### src/rtl/pll_reconfig_ctrl.sv
// pll_reconfig_ctrl
// Sequences a PLL through reset, lock acquisition and run. Accepts runtime
// divider/duty/phase reconfiguration requests, retries lock a bounded number
// of times and parks the PLL powered down when it cannot lock.
//
// Ports:
//    clk        system clock
//    rst        synchronous active-high reset
//    cfg_valid  reconfiguration request (held until accepted)
//    cfg_ready  controller can accept a request (RUN or FAIL)
//    cfg_odiv   requested output divider
//    cfg_duty   requested duty setting
//    cfg_phase  requested phase setting
//    pll_lock   PLL lock indicator, asynchronous to clk
//    pll_rst    PLL reset
//    pll_pwd    PLL power-down
//    dyn_odiv   applied output divider
//    dyn_duty   applied duty setting
//    dyn_phase  applied phase setting
//    locked     stable lock
//    busy       reset/lock sequence in progress
//    done       one-cycle pulse when stable lock is reached
//    err        one-cycle error pulse
//    err_code   0 none, 1 lock timeout, 2 bad configuration
//    lost_lock  one-cycle pulse when lock drops while running
module pll_reconfig_ctrl #(
   parameter int RST_CYCLES   = 16,
   parameter int LOCK_STABLE  = 64,
   parameter int LOCK_TIMEOUT = 65535,
   parameter int MAX_RETRY    = 3,
   parameter int DEF_ODIV     = 100,
   parameter int DEF_DUTY     = 100,
   parameter int DEF_PHASE    = 16
) (
   input  logic        clk,
   input  logic        rst,
   input  logic        cfg_valid,
   output logic        cfg_ready,
   input  logic [9:0]  cfg_odiv,
   input  logic [9:0]  cfg_duty,
   input  logic [12:0] cfg_phase,
   input  logic        pll_lock,
   output logic        pll_rst,
   output logic        pll_pwd,
   output logic [9:0]  dyn_odiv,
   output logic [9:0]  dyn_duty,
   output logic [12:0] dyn_phase,
   output logic        locked,
   output logic        busy,
   output logic        done,
   output logic        err,
   output logic [1:0]  err_code,
   output logic        lost_lock
);

   localparam int RW = (RST_CYCLES  > 1) ? $clog2(RST_CYCLES + 1)  : 1;
   localparam int SW = (LOCK_STABLE > 1) ? $clog2(LOCK_STABLE + 1) : 1;
   localparam logic [RW-1:0] RST_LAST     = RW'(RST_CYCLES - 1);
   localparam logic [SW-1:0] STABLE_DONE  = SW'(LOCK_STABLE);
   localparam logic [15:0]   TIMEOUT_DONE = 16'(LOCK_TIMEOUT);
   localparam logic [2:0]    RETRY_LIMIT  = 3'(MAX_RETRY);

   typedef enum logic [1:0] {ASSERT, WAIT_LOCK, RUN, FAIL} state_t;

   state_t         state_reg;
   logic           lock_meta_reg;
   logic           lock_s_reg;
   logic [RW-1:0]  rst_cnt_reg;
   logic [SW-1:0]  stable_cnt_reg;
   logic [15:0]    timeout_cnt_reg;
   logic [2:0]     retry_reg;

   logic [SW-1:0]  stable_next;
   logic [15:0]    timeout_next;
   logic [2:0]     retry_next;
   logic [10:0]    duty_max;
   logic           transfer;
   logic           cfg_ok;

   // Level outputs are a pure function of the state being entered, so they
   // are loaded together with the state register and stay glitch-free.
   // Order: {pll_rst, pll_pwd, locked, busy, cfg_ready}
   function automatic logic [4:0] flags_of(input state_t s);
      case (s)
         ASSERT:    flags_of = 5'b10010;
         WAIT_LOCK: flags_of = 5'b00010;
         RUN:       flags_of = 5'b00101;
         default:   flags_of = 5'b11001;
      endcase
   endfunction

   assign stable_next  = lock_s_reg ? stable_cnt_reg + SW'(1) : '0;
   assign timeout_next = timeout_cnt_reg + 16'd1;
   assign retry_next   = retry_reg + 3'd1;
   assign transfer     = cfg_valid & cfg_ready;

   // duty must lie in 1 .. 2*odiv-1; the 11-bit difference cannot wrap
   // because odiv==0 is rejected first.
   assign duty_max = {cfg_odiv, 1'b0} - 11'd1;
   assign cfg_ok   = (cfg_odiv != '0) && (cfg_duty != '0) &&
                     ({1'b0, cfg_duty} <= duty_max);

   always_ff @(posedge clk) begin
      if (rst) begin
         state_reg       <= ASSERT;
         {pll_rst, pll_pwd, locked, busy, cfg_ready} <= flags_of(ASSERT);
         lock_meta_reg   <= 1'b0;
         lock_s_reg      <= 1'b0;
         rst_cnt_reg     <= '0;
         stable_cnt_reg  <= '0;
         timeout_cnt_reg <= '0;
         retry_reg       <= '0;
         dyn_odiv        <= 10'(DEF_ODIV);
         dyn_duty        <= 10'(DEF_DUTY);
         dyn_phase       <= 13'(DEF_PHASE);
         done            <= 1'b0;
         err             <= 1'b0;
         err_code        <= 2'd0;
         lost_lock       <= 1'b0;
      end else begin
         lock_meta_reg <= pll_lock;
         lock_s_reg    <= lock_meta_reg;
         done          <= 1'b0;
         err           <= 1'b0;
         lost_lock     <= 1'b0;

         // A good transfer (only possible in RUN/FAIL) overrides anything
         // else that happens this cycle, including a lock loss.
         if (transfer && cfg_ok) begin
            dyn_odiv        <= cfg_odiv;
            dyn_duty        <= cfg_duty;
            dyn_phase       <= cfg_phase;
            err_code        <= 2'd0;
            retry_reg       <= '0;
            state_reg       <= ASSERT;
            {pll_rst, pll_pwd, locked, busy, cfg_ready} <= flags_of(ASSERT);
            rst_cnt_reg     <= '0;
            stable_cnt_reg  <= '0;
            timeout_cnt_reg <= '0;
         end else begin
            // A rejected request only reports; the state logic below still
            // runs so a simultaneous lock loss is not missed.
            if (transfer) begin
               err      <= 1'b1;
               err_code <= 2'd2;
            end
            case (state_reg)
               ASSERT: begin
                  if (rst_cnt_reg == RST_LAST) begin
                     state_reg <= WAIT_LOCK;
                     {pll_rst, pll_pwd, locked, busy, cfg_ready} <= flags_of(WAIT_LOCK);
                  end else begin
                     rst_cnt_reg <= rst_cnt_reg + RW'(1);
                  end
               end
               WAIT_LOCK: begin
                  // Stable lock is tested first so it wins a tie with timeout.
                  if (stable_next == STABLE_DONE) begin
                     state_reg <= RUN;
                     {pll_rst, pll_pwd, locked, busy, cfg_ready} <= flags_of(RUN);
                     done      <= 1'b1;
                  end else if (timeout_next == TIMEOUT_DONE) begin
                     retry_reg <= retry_next;
                     if (retry_next < RETRY_LIMIT) begin
                        state_reg       <= ASSERT;
                        {pll_rst, pll_pwd, locked, busy, cfg_ready} <= flags_of(ASSERT);
                        rst_cnt_reg     <= '0;
                        stable_cnt_reg  <= '0;
                        timeout_cnt_reg <= '0;
                     end else begin
                        state_reg <= FAIL;
                        {pll_rst, pll_pwd, locked, busy, cfg_ready} <= flags_of(FAIL);
                        err       <= 1'b1;
                        err_code  <= 2'd1;
                     end
                  end else begin
                     stable_cnt_reg  <= stable_next;
                     timeout_cnt_reg <= timeout_next;
                  end
               end
               RUN: begin
                  if (!lock_s_reg) begin
                     lost_lock       <= 1'b1;
                     retry_reg       <= '0;
                     state_reg       <= ASSERT;
                     {pll_rst, pll_pwd, locked, busy, cfg_ready} <= flags_of(ASSERT);
                     rst_cnt_reg     <= '0;
                     stable_cnt_reg  <= '0;
                     timeout_cnt_reg <= '0;
                  end
               end
               default: begin
                  // FAIL is left only through a good transfer or rst.
               end
            endcase
         end
      end
   end

endmodule

### config.mk
export PLATFORM = sky130hd
export DESIGN_NAME = pll_reconfig_ctrl
export DESIGN_NICKNAME = d
export VERILOG_FILES = /design/src/rtl/pll_reconfig_ctrl.sv
export SDC_FILE = /design/constraint.sdc
export NUM_CORES = 1
export LEC_CHECK = 0
export ABC_CLOCK_PERIOD_IN_PS = 5320
export BUFFER_PORTS_ARGS = -buffer_cell sky130_fd_sc_hd__buf_2
export CORE_ASPECT_RATIO = 0.7
export CORE_UTILIZATION = 45
export CTS_BUF_LIST = sky130_fd_sc_hd__clkbuf_4 sky130_fd_sc_hd__clkbuf_8 sky130_fd_sc_hd__clkbuf_16
export CTS_CLUSTER_DIAMETER = 30
export DETAILED_ROUTE_END_ITERATION = 10
export GPL_ROUTABILITY_DRIVEN = 0
export GPL_TIMING_DRIVEN = 0
export MAX_ROUTING_LAYER = met4
export PLACE_DENSITY = 0.67
export SYNTH_ARGS = -nofsm -noshare
export SYNTH_HDL_FRONTEND = slang
export SYNTH_SLANG_ARGS = --single-unit
### constraint.sdc
create_clock -name clk -period 5.32 [get_ports clk]
set_input_delay 0.798 -clock clk [delete_from_list [all_inputs] [get_ports clk]]
set_output_delay 0.798 -clock clk [all_outputs]
set_load 0.01 [all_outputs]
==> impl_summary.md, run 1 <==
Route
In the routed design, unresolved DRC markers number 0. Using the TritonRoute via totals, the vias-per-cell ratio works out to 5.56. For this block, the via count after detailed routing is 3,837. The final routed wire length divided by cell count is around 15 µm. The number of detailed-route iterations in the first pass is 7.

The residual antenna-violating net count after detailed routing is 0. The first-iteration detailed-routing DRC count is 292. The total routed wirelength is 10,300 µm.

Power and ir drop
The power density over cell area is 268 nW/µm². The static leakage power is between 1.5 and 2 nW. The peak supply drop is 222 µV.

Floorplan
After floorplanning, the core was sized to cover 8650 µm². The floorplan step defined a die boundary enclosing 9550 µm². The effective utilization at floorplan is 0.476.

The die is 82.1 µm tall. During I/O placement, the number of pins put on the boundary was 80. The die is 116 µm wide.

The number of rows in the core area is 28.

STA
The number of max-slew violations in the final report is 0. For the pin with the worst max-slew slack, the measured transition is about 910 ps. The count of final hold-check violations is 0. The clock period could shrink to 4020 ps. The relative slew slack is 0.385. The final cycle utilization of the critical path is 0.756. The maximum operating frequency is between 200 and 250 MHz. The worst clock skew is 5.37 ps.

Setup repair after global routing left no endpoint under its margin. Setup violations remaining at the end of the flow were counted as 0. Across all setup checks in the final design, the least slack found is around 1300 ps.

Adding up every negative setup slack in the final design gives 0 ps.

Logic synthesis
The share of the Yosys chip area taken by registers is 0.379. The synthesized netlist cell count is 476. In the synthesized netlist the dominant register cell turns out to be dfxtp_1. The average size of a mapped cell is 8.66 µm². Summing every instance area after synthesis gives 4120 µm². The commonest cells after synthesis are dfxtp_1 (78), nor2_1 (47), a21oi_1 (30). In the post-synthesis netlist, the cell with the most instances is dfxtp_1.

The unique cell type count in the Yosys netlist is 58. In the post-synthesis netlist, the biggest area contributors are dfxtp_1 (38%), mux2i_1 (7.0%), ha_1 (6.1%), nor2_1 (4.3%), a21oi_1 (3.6%). Yosys printed 0 warnings. The post-synthesis net count is 533. The async set or reset register ratio after synthesis is 0. The synthesized design contains ~80 register bits. The largest total area in the synthesized netlist belongs to dfxtp_1.

The number of enable flip-flop cells after synthesis is 0. The top-area cell type share of the netlist area is 0.379.

Setup path
The biggest cell delay along the critical path is 800 ps. The start of the worst register-to-register path is timeout_cnt_reg[1]. Among all stages on the critical path, the largest delay is contributed by nor4_1. The critical path is of the input port to register type. In this design, the critical path's most frequently occurring cell is buf_2. The origin of the worst setup path is cfg_odiv[2]. Data on the critical path is required at its endpoint by around 5500 ps. For the worst setup path, the data arrival time is 4220 ps. STA classifies the critical path endpoint as a register. The signal on the critical path passes through buf_2, nor4_1, nand2_1, xor2_1, ha_1, a21o_1, a21oi_1, nand3_1, o22ai_1, or2_2, buf_2, buf_1, nor3_1. The category of the worst setup path launch point is an input port.

The maximum fanout count along the critical path is 10.

Placed design
OpenSTA, run right after detailed placement, puts the worst setup slack at 1010 ps. The post-DP HPWL is 7780 µm. The number of buffer cells added on primary ports is 78. The number of placed instances, taps included, is 674.

CTS
The clock transition at the registers of the reported paths is 60 ps. The post-CTS setup repair buffer count is 0. No sink is reached through more buffers than the 2 on the longest clock path. Clock tree synthesis found a total of 78 sinks. The quantity of hold-fixing buffers added after cts is 0.

CTS placed an instance of clkbuf_16 at the clock tree root. The TritonCTS clock tree is done. Clock latency on the worst-skew pair, taken at its later pin, is around 340 ps.

Post-CTS repair changed the size of 0 cells. The H-tree was split into 3 levels. TritonCTS created 9 clock buffers.

Finish
Of the cells placed in the final design, the portion with a size suffix greater than 1 is 0.212. The final net count is between 600 and 700. The final instance count without filler cells is 690. The layout overhead on the synthesized area is 21.2%. 0 antenna diodes ended up in the layout.

The register with the most flip-flops in the layout has 16 of them.

Hold path
The worst min-delay path class is register to register. The launch instance of the worst min-delay path is lock_meta_reg.

Global routing
After global routing the overflow that remains totals 0. Across every metal layer, demand over resource in global routing totals 0.238. The number of antenna violations at the first check in global routing is 0. The first global-routing pass estimated 16,900 µm of wire. The via count of the first global-routing pass is between 3,000 and 4,000. Entering global routing, the biggest net connects 15 pins.

Outcome
The flow ran to the end, and the final reports show no timing, DRC or antenna violations.

Job
The tool flagged a number of max-cap violations equal to 0.
## through the flow
stage | total power, mW | cell area (µm²) | utilization | hold WS, ps
final | 1.34 | 4990 | 0.577 | 433
after global routing | 1.39 | 4990 | 0.577 | 463
after CTS | 1.35 | 4990 | 0.577 | 438
after detailed placement | 0.675 | 4660 | 0.539 | 426
after global placement | 0.672 | 4660 | 0.539 | 429
after floorplan | 0.642 | 4120 | - | 414
## cell type report
class | count | area, µm²
multi-input combinational | 360 | 2390
clock inverter | 6 | 93.8
fill | 783 | 3660
inverter | 15 | 56.3
timing repair buffer | 78 | 390
tap | 120 | 150
buffer | 23 | 109
clock buffer | 10 | 239
sequential | 78 | 1560
## report_power, final
group          internal, mW  switching [mW]
registers             0.588         0.00422
clock network         0.427           0.251
logic                0.0291          0.0417
## path summary, 6_finish.rpt
check,to,slack (ps),cells after the start
worst max register to register,stable_cnt_reg[0],2260,9
worst min register to register,lock_s_reg,430,1
worst min-delay path,lock_s_reg,430,1
worst max-delay path,lost_lock,1300,13
## cell families after synthesis
family                   share of synthesized area
AND/OR/NAND/NOR                              0.255
buffers and inverters                       0.0401
adder cells (fa/ha/maj)                     0.0607
multiplexers                                0.0759
flip-flops                                   0.379
AO/OA/AOI/OAI                                0.162
XOR/XNOR                                    0.0276
## routing by layer
metal | GRT usage | vias up | part of all wire
met5 | - | - | 0
met4 | 0.0962 | 0 | 0.014
met3 | 0.0472 | 16 | 0.052
met2 | 0.354 | 118 | 0.44
met1 | 0.316 | 1790 | 0.49
li1 | - | 1913 | -
## worst max-delay path, delay by kind of cell
family                   cells  cell delay (ps)
AO/OA/AOI/OAI                3              740
XOR/XNOR                     1              180
adder cells (fa/ha/maj)      1              290
buffers and inverters        3              840
AND/OR/NAND/NOR              5             1360
## layout by cell type (no fill, tap or decap), drive strengths merged, types with 3 or more instances in the layout
cell type and n:
a211o 9, a211oi 7, a21o 6, a21oi 30, a22o 4, a31oi 4
and2 4, and3 8, buf 90, clkbuf 21, dfxtp 78, ha 20
inv 16, mux2i 29, nand2 28, nand2b 4, nand3 25, nand3b 10
nand4 8, nand4b 3, nor2 47, nor2b 11, nor3 22, nor3b 3
nor4 7, o21ai 26, or3 6, or4 3, xnor2 6, xor2 7
No activity file was read; power rests on OpenSTA's default activity.
==> inputs of run 2 (changes only) <==
- ABC_CLOCK_PERIOD_IN_PS: 5320 -> 3700
- PLACE_DENSITY: 0.67 -> 0.7
- clock period: 5.32 -> 3.7 ns (I/O delays scaled with it)
==> run 2 against run 1 <==
Sequential power is 44% higher. Global-route usage is 0.97 points higher. First-iteration DRC count is 3.1% lower. Largest power group unchanged. Largest cell class unchanged. Sequential cell count stayed put. Clock skew is 2.9 ps higher.
==> impl_summary.md, run 2 (synthesized netlist as in run 1, its figures left out) <==
STA
The post-layout worst setup margin is 257 ps (-1040 ps). The count of final hold-check violations is 0 (unchanged). The final setup violation count was 0 (unchanged).

The final-layout worst hold slack came to 427 ps (-5.65 ps). The measured slew at the worst slew-check pin is 572 ps (-342 ps). Setup repair after global routing left no endpoint under its margin. After layout, the minimum clock period comes to 3440 ps. The relative slew slack was 0.618 (+0.233). In the finished design, the share of the clock period the worst path needs comes to 0.931. Timing would allow up to 290 MHz. The number of max-slew violations in the final report came to 0 (unchanged). The worst clock skew is 8.29 ps (+2.93 ps).

Setup path
The worst setup path is launched from an input port. The critical path is of the input port to register type. The biggest cell delay along the critical path is 420 ps (-380 ps). STA classifies the critical path endpoint as a register. The critical path's top delay family is simple AND/OR/NAND/NOR gates.

The start of the worst register-to-register path is timeout_cnt_reg[1]. The data arrival at the endpoint of the critical path was 3690 ps (-530 ps). Walking the worst path, the cells encountered are buf_2, or3_1, nor3_1, xnor2_1, ha_1, nand4_1, or3_1, a31oi_1, o22ai_2, or2_2, buf_2, clkbuf_2, nor3b_1.

The maximum fanout count along the critical path is 10 (unchanged). The origin of the worst setup path is cfg_odiv[0]. The number of buffers and inverters on the critical path is 3 (unchanged).

For this design, the slowest cell found on the critical path is or3_1. The data required time at the worst endpoint came to 3950 ps (-1570 ps).

Finish
From synthesis to final layout, the design area changed by 21.4%. The number of antenna diodes is 0 (unchanged). The flip-flop count of the largest register after layout was 16 (unchanged).

The library cells used most frequently in the layout, excluding fill and tap cells, are buf_2 (84), dfxtp_1 (78), nor2_1 (47). The library cell used most frequently in the layout, excluding fill and tap cells, is buf_2. The final net count is 622 (unchanged).

The share of cells above drive strength 1 came to 0.218 (+0.00526). The filler cell count in the final layout is 808 (+3.2%).

CTS
The clock transition at the registers of the reported paths is 60 ps (about the same). The CTS H-tree depth was 3 (unchanged). The TritonCTS clock tree is done.

The post-CTS setup repair buffer count is 0 (unchanged). The cell sitting at the root of the clock tree is a clkbuf_16. The total clock sinks is 78 (unchanged). The number of buffers between clock root and the deepest sink is 2 (unchanged).

The quantity of hold-fixing buffers added after cts is 0 (unchanged). The clock network latency to the later pin of the worst-skew pair is 330 ps (about the same). The number of clock buffers inserted by TritonCTS was 9 (unchanged).

Hold path
The launch instance of the worst min-delay path is cfg_phase[4]. The worst min-delay path class is input port to register.

Route
The residual antenna-violating net count after detailed routing is 0 (unchanged). The DRC violation count after routing is 0 (unchanged). The final routed wire length divided by cell count was 15.3 µm (+2.5%). The total number of vias came to 3,840 (+0.078%). The number of detailed-route iterations in the first pass was 5 (-2). The total routed wirelength is 10,600 µm (+2.5%). The number of vias per cell after detailed routing was 5.57 (about the same).

The first-iteration detailed-routing DRC count is 283 (-3.1%).

Power and ir drop
The net switching power of the design is 0.417 mW (+41%). The share of power burned in the clock network was 0.503 (-0.002). The peak supply drop came to 243 µV (+9.6%). The static leakage power was 1.92 nW (about the same). The sequential group share of total power came to 0.443 (about the same). The power density over cell area was 384 nW/µm² (+43%).

The switching share of power is 0.217 (-0.00407). The power share of the combinational group was 0.054 (about the same). The total internal power is 1.50 mW (+44%).

Floorplan
The effective utilization at floorplan is 0.476 (unchanged). The horizontal extent of the die came to 116 µm (unchanged). The number of rows in the core area came to 28 (unchanged). The die area is 9550 µm² (unchanged). The number of placed I/O pins was 80 (unchanged). The core box area is 8650 µm² (unchanged). The y dimension of the die was 82.1 µm (unchanged).

Global routing
The total routing resource utilization after global routing was 0.248 (+0.00969). The maximum number of pins on one net before global-route repair came to 14 (-1). The number of antenna violations at the first check in global routing is 0 (unchanged).

The via count of the first global-routing pass is 3,585 (+3.4%). The total global routing overflow is 0 (unchanged). The wire length of the first global-routing pass is 17,700 µm (+4.5%).

Placed design
The number of buffer cells added on primary ports is 78 (unchanged). The post-placement setup slack is -387 ps (-1400 ps). The post-DP HPWL was 7850 µm (+0.81%).

Outcome
The run finished with clean final reports.

Job
The count of max-cap constraint violations is 0 (unchanged).
==> run 2: cell type report <==
| class | instances | area (µm²) | share of cell area |
|---|---|---|---|
| inverters | 15 | 56.3 | 0.0113 |
| clock buffers | 11 | 246 | 0.0492 |
| plain buffers | 23 | 110 | 0.0220 |
| repair buffers | 78 | 390 | 0.0780 |
| flip-flops and latches | 78 | 1560 | 0.312 |
| multi-input cells | 360 | 2410 | 0.481 |
| well taps | 120 | 150 | 0.0300 |
| clock inverters | 5 | 82.6 | 0.0165 |
==> run 2: what timing repair did <==
action,4_1_cts,5_1_grt
resized for setup,1,2
pin swaps,0,0
setup endpoints to repair,10,39
==> run 2: metrics by stage <==
stage	cell area (µm²)	TNS, ps	power (mW)	std cells	utilization
2_1_floorplan	4120	0	0.924	476	-
3_3_place_gp	4660	-9360	0.967	674	0.539
3_5_place_dp	4660	-15650	0.971	674	0.539
4_1_cts	5000	0	1.94	690	0.578
5_1_grt	5000	0	2.00	690	0.578
6_report	5000	0	1.92	690	0.578
==> run 2: power groups by stage <==
stage	clock network, mW	logic, mW	registers [mW]
2_1_floorplan	0	0.0555	0.868
3_3_place_gp	0	0.0974	0.869
3_5_place_dp	0	0.101	0.870
4_1_cts	0.982	0.103	0.851
5_1_grt	1.03	0.117	0.852
6_report	0.966	0.104	0.851
==> run 2: worst reg2reg max path: stages, from the launching register on <==
cell and delay (ps):
dfxtp_1 410, ha_1 300, nand3_1 280, or3_4 420, a2111oi_4 440, and4b_2 290
buf_4 170, a31o_4 240, buf_4 220, o21ai_0 110, a21oi_1 150
==> run 2: path summary, 6_finish.rpt <==
check	slack [ps]	end	depth (start not counted)
worst max-delay path	260	err_code[1]	13
worst min-delay path	430	dyn_phase[4]	2
worst max register to register	590	timeout_cnt_reg[10]	10
worst min register to register	460	lock_s_reg	1
==> run 2: metal layers <==
metal	share of wire	routed length (µm)	global-route usage
met5	0	0	-
met3	0.052	553	0.0561
met2	0.43	4590	0.363
met1	0.50	5310	0.338
met4	0.011	112	0.0718
